<file path="config.mk">
export PLATFORM = sky130hd
export DESIGN_NAME = ddr_chk_pattern_gen
export DESIGN_NICKNAME = d
export VERILOG_FILES = /design/src/rtl/ddr_chk_pkg.sv /design/src/rtl/ddr_chk_pattern_gen.sv
export SDC_FILE = /design/constraint.sdc
export NUM_CORES = 1
export LEC_CHECK = 0
export BUFFER_PORTS_ARGS = -buffer_cell sky130_fd_sc_hd__buf_2
export CAP_MARGIN = 30
export CORE_AREA = 8 8 45 47
export CTS_CLUSTER_SIZE = 28
export DETAILED_ROUTE_END_ITERATION = 16
export DIE_AREA = 0 0 53 55
export GPL_TIMING_DRIVEN = 0
export PLACE_DENSITY_LB_ADDON = 0.1
export SETUP_SLACK_MARGIN = 0.3
export SYNTH_ARGS = -nofsm -noshare
export SYNTH_HDL_FRONTEND = slang
export SYNTH_SLANG_ARGS = --single-unit
</file>
<file path="constraint.sdc">
create_clock -name rd_clk -period 1.45 [get_ports rd_clk]
set_input_delay 0.2175 -clock rd_clk [delete_from_list [all_inputs] [get_ports rd_clk]]
set_output_delay 0.2175 -clock rd_clk [all_outputs]
set_load 0.01 [all_outputs]
</file>
<file path="src/rtl/ddr_chk_pkg.sv">
// ddr_chk_pkg: state encoding, default parameters and helpers shared by the
// ddr_rd_checker read-data checker.
package ddr_chk_pkg;

    typedef enum logic [1:0] {
        IDLE  = 2'd0,
        ARMED = 2'd1,
        CHECK = 2'd2,
        DONE  = 2'd3
    } chk_state_e;

    localparam logic [7:0]  DEF_SEED    = 8'h01;
    localparam int unsigned DEF_EXP_LEN = 256;
    localparam int unsigned DEF_TIMEOUT = 4095;
    localparam int unsigned DEF_ERR_W   = 16;

    // Saturating increment; callers pass the all-ones value of their counter width.
    function automatic logic [31:0] sat_inc(input logic [31:0] v, input logic [31:0] max);
        return (v >= max) ? max : v + 32'd1;
    endfunction

endpackage

</file>
<file path="src/rtl/ddr_chk_pattern_gen.sv">
// ddr_chk_pattern_gen: expected-byte generator for the incrementing test pattern.
module ddr_chk_pattern_gen
    import ddr_chk_pkg::*;
#(
    parameter logic [7:0] SEED = DEF_SEED
) (
    input  logic       rd_clk,
    input  logic       rst_n,
    input  logic       load,
    input  logic       adv,
    output logic [7:0] exp_byte
);

    always_ff @(posedge rd_clk) begin
        if (!rst_n)
            exp_byte <= 8'h00;
        else if (load)
            exp_byte <= SEED;
        else if (adv)
            exp_byte <= exp_byte + 8'd1;
    end

endmodule

</file>
==> summary.txt, run 1 <==
Power
  – PwrDens: 886.6 nW/um^2
  – Total power: roughly 440 uW
  – Leak: 0.1937 nW
  – Worst vdd ir: about 0.46 mV

Critical path
  – Worst EP required: 1.63 ns
  – Worst endpoint data arrival time: 1.32 ns
  – Crit. End Element: register
  – Worst path max stage delay: 0.38 ns
  – Reg2reg setup slack: 0.31 ns
  – Max FO, Critical Path: 3
  – CP cell instances: ha_4 -> nand3_1 -> or3_1 -> a21oi_2
  – Crit path max-delay cell type: dfxtp_4
  – Crit path kind: reg -> reg
  – Crit path launch type: register

Layout
  – Layout cell share with drive strength beyond 1: a little under half
  – FILL cells: 155
  – Largest registers: exp_byte (8)
  – Reg with most FFs: exp_byte
  – Finished Core Util: 35.80%
  – Diode count: 0
  – Final Cell Area: 495.5 um^2
  – Synth-to-Final Area Change: 39.93%
  – Largest register FFs: 8
  – Nets: 58

Synthesis
  – Seq cells post-synth: 8
  – Mapped Nets: 42
  – EDFF count, synth: 0
  – Synth top area share: 45.23%
  – Count leader, synth: dfxtp_1
  – Synth top cells by count: dfxtp_1 (8), nor2_1 (4), xor2_1 (4)
  – Yosys top cell by area: dfxtp_1
  – Mean post-synth cell area: around 9.6 um^2
  – Post-synthesis cell type count: 15
  – Top cells by area, synth: dfxtp_1 (45%), xor2_1 (9.9%), nand4_4 (6.0%)
  – Synthesized instance count: 37
  – Ys async rst share: 0%
  – Synthesized area: 354.1 um^2
  – Primary FF master, synth: dfxtp_1
  – Ys Warns: 0
  – Register area share after synthesis: between 40 and 50%

Detailed routing
  – Routed wire length: approximately 790 um
  – DRT antenna net count: 0
  – Vias per cell: about 4.6
  – Routed len/inst: 11.57 um
  – DR iter-0 viols: 0
  – Vias: 312
  – DRC: 0
  – DRT Pass-1 Iters: 1

Clock tree
  – Clock root buffer: clkbuf_4
  – CTS max path bufs: 2
  – Clock transition at path regs: approximately 0.060 ns
  – Clock Latency Late Sink: 0.25 ns
  – CTS buffer count: 3
  – Hold buffer count at cts: 0
  – Clock sinks: 8
  – CTS H-tree depth: 1
  – CTS tree: built

Global routing
  – First-pass GRT wire length: 1380 um
  – Tot GR Track Use: under 10%
  – Largest net degree at the start of global routing: 8
  – Vias in the first global route: 346
  – Total gr overflow: 0
  – Initial antenna violation count: 0

Timing
  – Setup TNS: 0 ns
  – Final Skew: between 0.003 and 0.004 ns
  – Final Cycle Share: 78.53%
  – Slew headroom: 78.81%
  – Fmax: 878.2 MHz
  – Final Hold Viols: 0
  – Tmin final: 1.139 ns
  – Slew @ Worst Pin: 0.3179 ns
  – Hold slack final: around 0.18 ns
  – Slew Limit Fails: 0
  – RSZ-0062 raised after global routing: true
  – Setup violators final: 0

Placement
  – Port Buf Inserts: 10
  – Post-DP HPWL: 606.6 um
  – Post-DP Area: 431.7 um^2
  – Final RePlAce weighted congestion: 0.6928

Floorplan
  – Die Area: between 2000 and 3000 um^2
  – Initial Utilization: approximately a quarter
  – Rows: 14
  – Die Y: between 50 and 60 um
  – Core Box Area: 1384 um^2
  – I/O pins: 12
  – Chip Width: 53 um

Outcome
  – Status: complete, no violations

Run
  – Maxcap violations: 0

Hold path
  – Hold Path Class: in -> reg
-- power by group --
group	leakage, nW	internal (mW)	switching, mW
clock network	0.0150	0.105	0.0735
registers	0.0674	0.221	0.00660
logic	0.111	0.0171	0.0162
-- stage by stage --
step | setup WS (ns) | instances
after floorplan | 0.3011 | 37
after detailed placement | 0.2506 | 63
final | 0.3113 | 68
after CTS | 0.3155 | 68
after global placement | 0.3018 | 63
after global routing | 0.2598 | 68
-- area by class of cell --
class,instances,area [um^2],share of cell area (%)
Multi-Input combinational cell,28,211.5,42.68
Buffer,1,7.507,1.515
Clock buffer,4,26.28,5.303
Timing Repair Buffer,11,57.56,11.62
Sequential cell,8,172.7,34.85
Tap cell,16,20.02,4.040
-- worst max-delay path, delay by kind of cell (launching register included) --
family / cells / cell delay (ns)
AO/OA/AOI/OAI: 1 / 0.12
flip-flops: 1 / 0.38
adder cells (fa/ha/maj): 1 / 0.14
AND/OR/NAND/NOR: 2 / 0.43
-- cells by family after synthesis --
| logic type | after synthesis | share of synthesized area (%) |
|---|---|---|
| simple gates | 15 | 25.80 |
| flops | 8 | 45.23 |
| compound gates | 7 | 10.60 |
| xor+xnor | 4 | 9.893 |
| buf+inv | 1 | 2.121 |
| mux | 1 | 2.827 |
| fa+ha+maj | 1 | 3.533 |
-- final timing paths --
check / start / endpoint / depth (start not counted)
min reg2reg: exp_byte[7]$_SDFFE_PP0P_ / exp_byte[7]$_SDFFE_PP0P_ / 2
min: rst_n / exp_byte[0]$_SDFFE_PN0P_ / 2
max: exp_byte[0]$_SDFFE_PN0P_ / exp_byte[6]$_SDFFE_PP0P_ / 4
max reg2reg: exp_byte[0]$_SDFFE_PN0P_ / exp_byte[6]$_SDFFE_PP0P_ / 4
-- cell usage in the layout (no fill, tap or decap), drive strengths merged --
master / synthesis / layout
a21oi: 3 / 3
clkbuf: 0 / 4
nand2b: 1 / 1
or3: 3 / 3
nor2: 4 / 4
dfxtp: 8 / 8
mux2i: 1 / 1
xor2: 4 / 4
nand4: 3 / 3
buf: 1 / 12
nand3: 2 / 2
o21a: 1 / 1
nand2: 2 / 2
o21ai: 3 / 3
ha: 1 / 1
-- per-layer routing --
metal  routed length [um]  global-route usage, %  part of all wire, %  vias to the layer above
li1                     -                      -                    -                      161
met1                  329                  6.565                   42                      141
met2                  374                  9.375                   48                        8
met3                   75                  3.743                  9.5                        2
met4                    8                  6.466                  1.0                        0
met5                    0                      0                    0                        -
-- repair_timing --
action	4_1_cts	5_1_grt
cloned	0	0
endpoints found under the setup margin	2	3
resized for setup	3	5
buffers inserted	1	0
pin swaps	1	1
Power figures use the tool's default switching activity.
==> run 2: changes to the inputs <==
ABC_AREA = 1   (was unset)
clock period = 1.1 ns   (was 1.45 ns; I/O delays follow)
==> summary.txt, run 2 <==
Timing
  – Final Skew: 0.006202 ns (+0.002877 ns)
  – Fmax: 1002 MHz (+14%)
  – Tmin final: 0.9977 ns (-0.1411 ns)
  – Final Cycle Share: 90.70% (+12 points)
  – Setup TNS: 0 ns (unchanged)
  – Slew Limit Fails: 0 (unchanged)
  – Slew @ Worst Pin: 0.1694 ns (-0.1484 ns)
  – Slew headroom: 88.62% (+9.8 points)
  – RSZ-0062 raised after global routing: true
  – Setup violators final: 0 (unchanged)
  – Final Hold Viols: 0 (unchanged)

Power
  – Switching Fraction: 23.03% (+1.1 points)
  – Comb pwr share: 8.9% (+1.3 points)
  – Flop pwr share: 52.3% (+0.5 points)
  – Total power: 566.1 uW (+29%)
  – NetSw: 130.4 uW (+35%)
  – PwrDens: 921.5 nW/um^2 (+3.9%)
  – Internal power: 435.7 uW (+27%)
  – Part of the power in the clock network: 38.8% (-1.9 points)
  – Worst vdd ir: 0.7388 mV (+60%)
  – Leak: 0.2571 nW (+33%)

Layout
  – Synth-to-Final Area Change: 65.88%
  – Final Cell Area: 614.3 um^2 (+24%)
  – Layout cell share with drive strength beyond 1: 50.70% (+4.6 points)
  – Diode count: 0 (unchanged)
  – Multi-input logic area: 222.7 um^2 (+5.3%)
  – Reg area: 181.4 um^2 (+5.1%)
  – Nets: 78 (+34%)
  – Most frequent cells in the layout: nor2_1 (8), nand2_1 (8), inv_1 (7), buf_6 (6), buf_4 (6)
  – Largest register FFs: 8 (unchanged)
  – Largest registers: exp_byte (8)
  – FILL cells: 148 (-4.5%)
  – Final cell count without fillers: 87 (+28%)
  – Reg with most FFs: exp_byte

Critical path
  – Crit path kind: reg -> reg
  – Max FO, Critical Path: 4 (+1)
  – CP cell instances: ha_4 -> nand3_4 -> nor2_4 -> nand3_2 -> nand2_1 -> nor2_1
  – Crit. End Element: register
  – Worst EP required: 1.24 ns (-0.39 ns)
  – Worst path max stage delay: 0.37 ns (about the same)
  – Crit path launch type: register
  – Reg2reg setup slack: 0.10 ns (-0.21 ns)
  – Worst endpoint data arrival time: 1.14 ns (-0.18 ns)
  – Crit path max-delay cell type: dfxtp_4

Floorplan
  – Initial Utilization: 26.76% (+1.2 points)
  – Core Box Area: 1384 um^2 (unchanged)
  – Rows: 14 (unchanged)
  – Die Area: 2915 um^2 (unchanged)
  – I/O pins: 12 (unchanged)
  – Chip Width: 53 um (unchanged)
  – Die Y: 55 um (unchanged)

Detailed routing
  – DRC: 0 (unchanged)
  – Vias per cell: 4.402 (-4.1%)
  – DRT Pass-1 Iters: 2 (+1)
  – Routed wire length: 945 um (+20%)
  – Routed len/inst: 10.86 um (-6.1%)
  – DRT antenna net count: 0 (unchanged)
  – DR iter-0 viols: 1 (+1)
  – Vias: 383 (+23%)

Run
  – Maxcap violations: 0 (unchanged)

Global routing
  – Vias in the first global route: 357 (+3.2%)
  – Total gr overflow: 0 (unchanged)
  – First-pass GRT wire length: 1483 um (+7.5%)
  – Largest net degree at the start of global routing: 7 (-1)
  – Initial antenna violation count: 0 (unchanged)
  – Tot GR Track Use: 7.245% (+0.68 points)

Synthesis
  – Ys Warns: 0 (unchanged)
  – Synth top cells by count: nand2_1 (9), dfxtp_1 (8), inv_1 (8), nor2_1 (8), nand3_1 (4)
  – Top cells by area, synth: dfxtp_1 (43%), nand2_1 (9.1%), inv_1 (8.1%)
  – Seq cells post-synth: 8 (unchanged)
  – Register area share after synthesis: 43.24% (-2.0 points)
  – Yosys top cell by area: dfxtp_1
  – Synthesized instance count: 51 (+38%)
  – Synthesized area: 370.4 um^2 (+4.6%)
  – Primary FF master, synth: dfxtp_1
  – Count leader, synth: nand2_1
  – Synth top area share: 43.24% (-2.0 points)
  – Mapped Nets: 56 (+33%)
  – EDFF count, synth: 0 (unchanged)
  – Mean post-synth cell area: 7.262 um^2 (-24%)
  – Ys async rst share: 0% (unchanged)
  – Post-synthesis cell type count: 15 (unchanged)

Clock tree
  – Clock root buffer: clkbuf_4
  – CTS buffer count: 3 (unchanged)
  – Hold buffer count at cts: 0 (unchanged)
  – Clock Latency Late Sink: 0.25 ns (about the same)
  – Clock sinks: 8 (unchanged)
  – Clock transition at path regs: 0.05 ns (about the same)
  – CTS tree: built
  – CTS H-tree depth: 1 (unchanged)
  – CTS max path bufs: 2 (unchanged)

Placement
  – Final RePlAce weighted congestion: 0.7069 (+2.0%)
  – Placed Instances: 78 (+24%)
  – Post-DP Area: 473.0 um^2 (+9.6%)
  – Post-DP HPWL: 656.3 um (+8.2%)
  – Port Buf Inserts: 11 (+1)

Outcome
  – Status: complete, no violations

Hold path
  – Hold Path Class: in -> reg
## run 2: power groups by stage
| stage | clock [mW] | sequential [mW] | combinational [mW] |
|---|---|---|---|
| 2_1_floorplan | 0 | 0.311 | 0.0246 |
| 3_3_place_gp | 0 | 0.309 | 0.0457 |
| 3_5_place_dp | 0 | 0.309 | 0.0460 |
| 4_1_cts | 0.235 | 0.299 | 0.0498 |
| 5_1_grt | 0.260 | 0.297 | 0.0553 |
| 6_report | 0.220 | 0.296 | 0.0502 |
## run 2: through the flow
| step | hold WS (ns) | utilization [%] | setup slack [ns] |
|---|---|---|---|
| 3_3_place_gp | 0.4325 | 34.18 | 0.05731 |
| 3_5_place_dp | 0.4260 | 34.18 | 0.04412 |
| 6_report | 0.1673 | 44.39 | 0.1023 |
| 2_1_floorplan | 0.2548 | - | 0.1021 |
| 4_1_cts | 0.1588 | 41.68 | 0.1116 |
| 5_1_grt | 0.1511 | 44.39 | 0.06242 |
## run 2: cell type report
type	count	area share [%]
Multi-Input combinational cell	35	36.25
Timing Repair Buffer	17	22.40
Sequential cell	8	29.53
Clock buffer	3	3.666
Tap cell	16	3.259
Inverter	8	4.888
## run 2: worst max-delay path, delay by kind of cell, from the launching register on
kind / cells / cell delay [ns]
simple gates: 5 / 0.37
flops: 1 / 0.37
fa+ha+maj: 1 / 0.15
## run 2: kinds of logic (layout without fill, tap and decap cells)
logic type               Yosys count  in the layout  synth area share [%]
AO/OA/AOI/OAI                      5              5                 8.108
XOR/XNOR                           1              1                 2.365
adder cells (fa/ha/maj)            1              1                 3.378
buffers and inverters              8             28                 8.108
flip-flops                         8              8                 43.24
AND/OR/NAND/NOR                   28             28                 34.80
## run 2: what timing repair did
action,4_1_cts,5_1_grt
endpoints found under the setup margin,15,15
gates resized for setup,15,3
pin swaps,4,1
buffers inserted,2,4
gates cloned,0,0
## run 2: per-layer routing
metal  wire length, um  share of wire (%)  global-route usage [%]
met5                 0                  0                       0
met2               462                 49                   11.13
met4                 0                  0                   2.586
met1               397                 42                   7.077
met3                86                9.1                   6.150
## run 2: path summary, 6_finish.rpt
| kind | startpoint | endpoint | cells past startpoint |
|---|---|---|---|
| min | rst_n | exp_byte[0]$_SDFFE_PN0P_ | 2 |
| max | exp_byte[0]$_SDFFE_PN0P_ | exp_byte[6]$_SDFFE_PP0P_ | 6 |
| min reg2reg | exp_byte[4]$_SDFFE_PP0P_ | exp_byte[4]$_SDFFE_PP0P_ | 2 |
| max reg2reg | exp_byte[0]$_SDFFE_PN0P_ | exp_byte[6]$_SDFFE_PP0P_ | 6 |
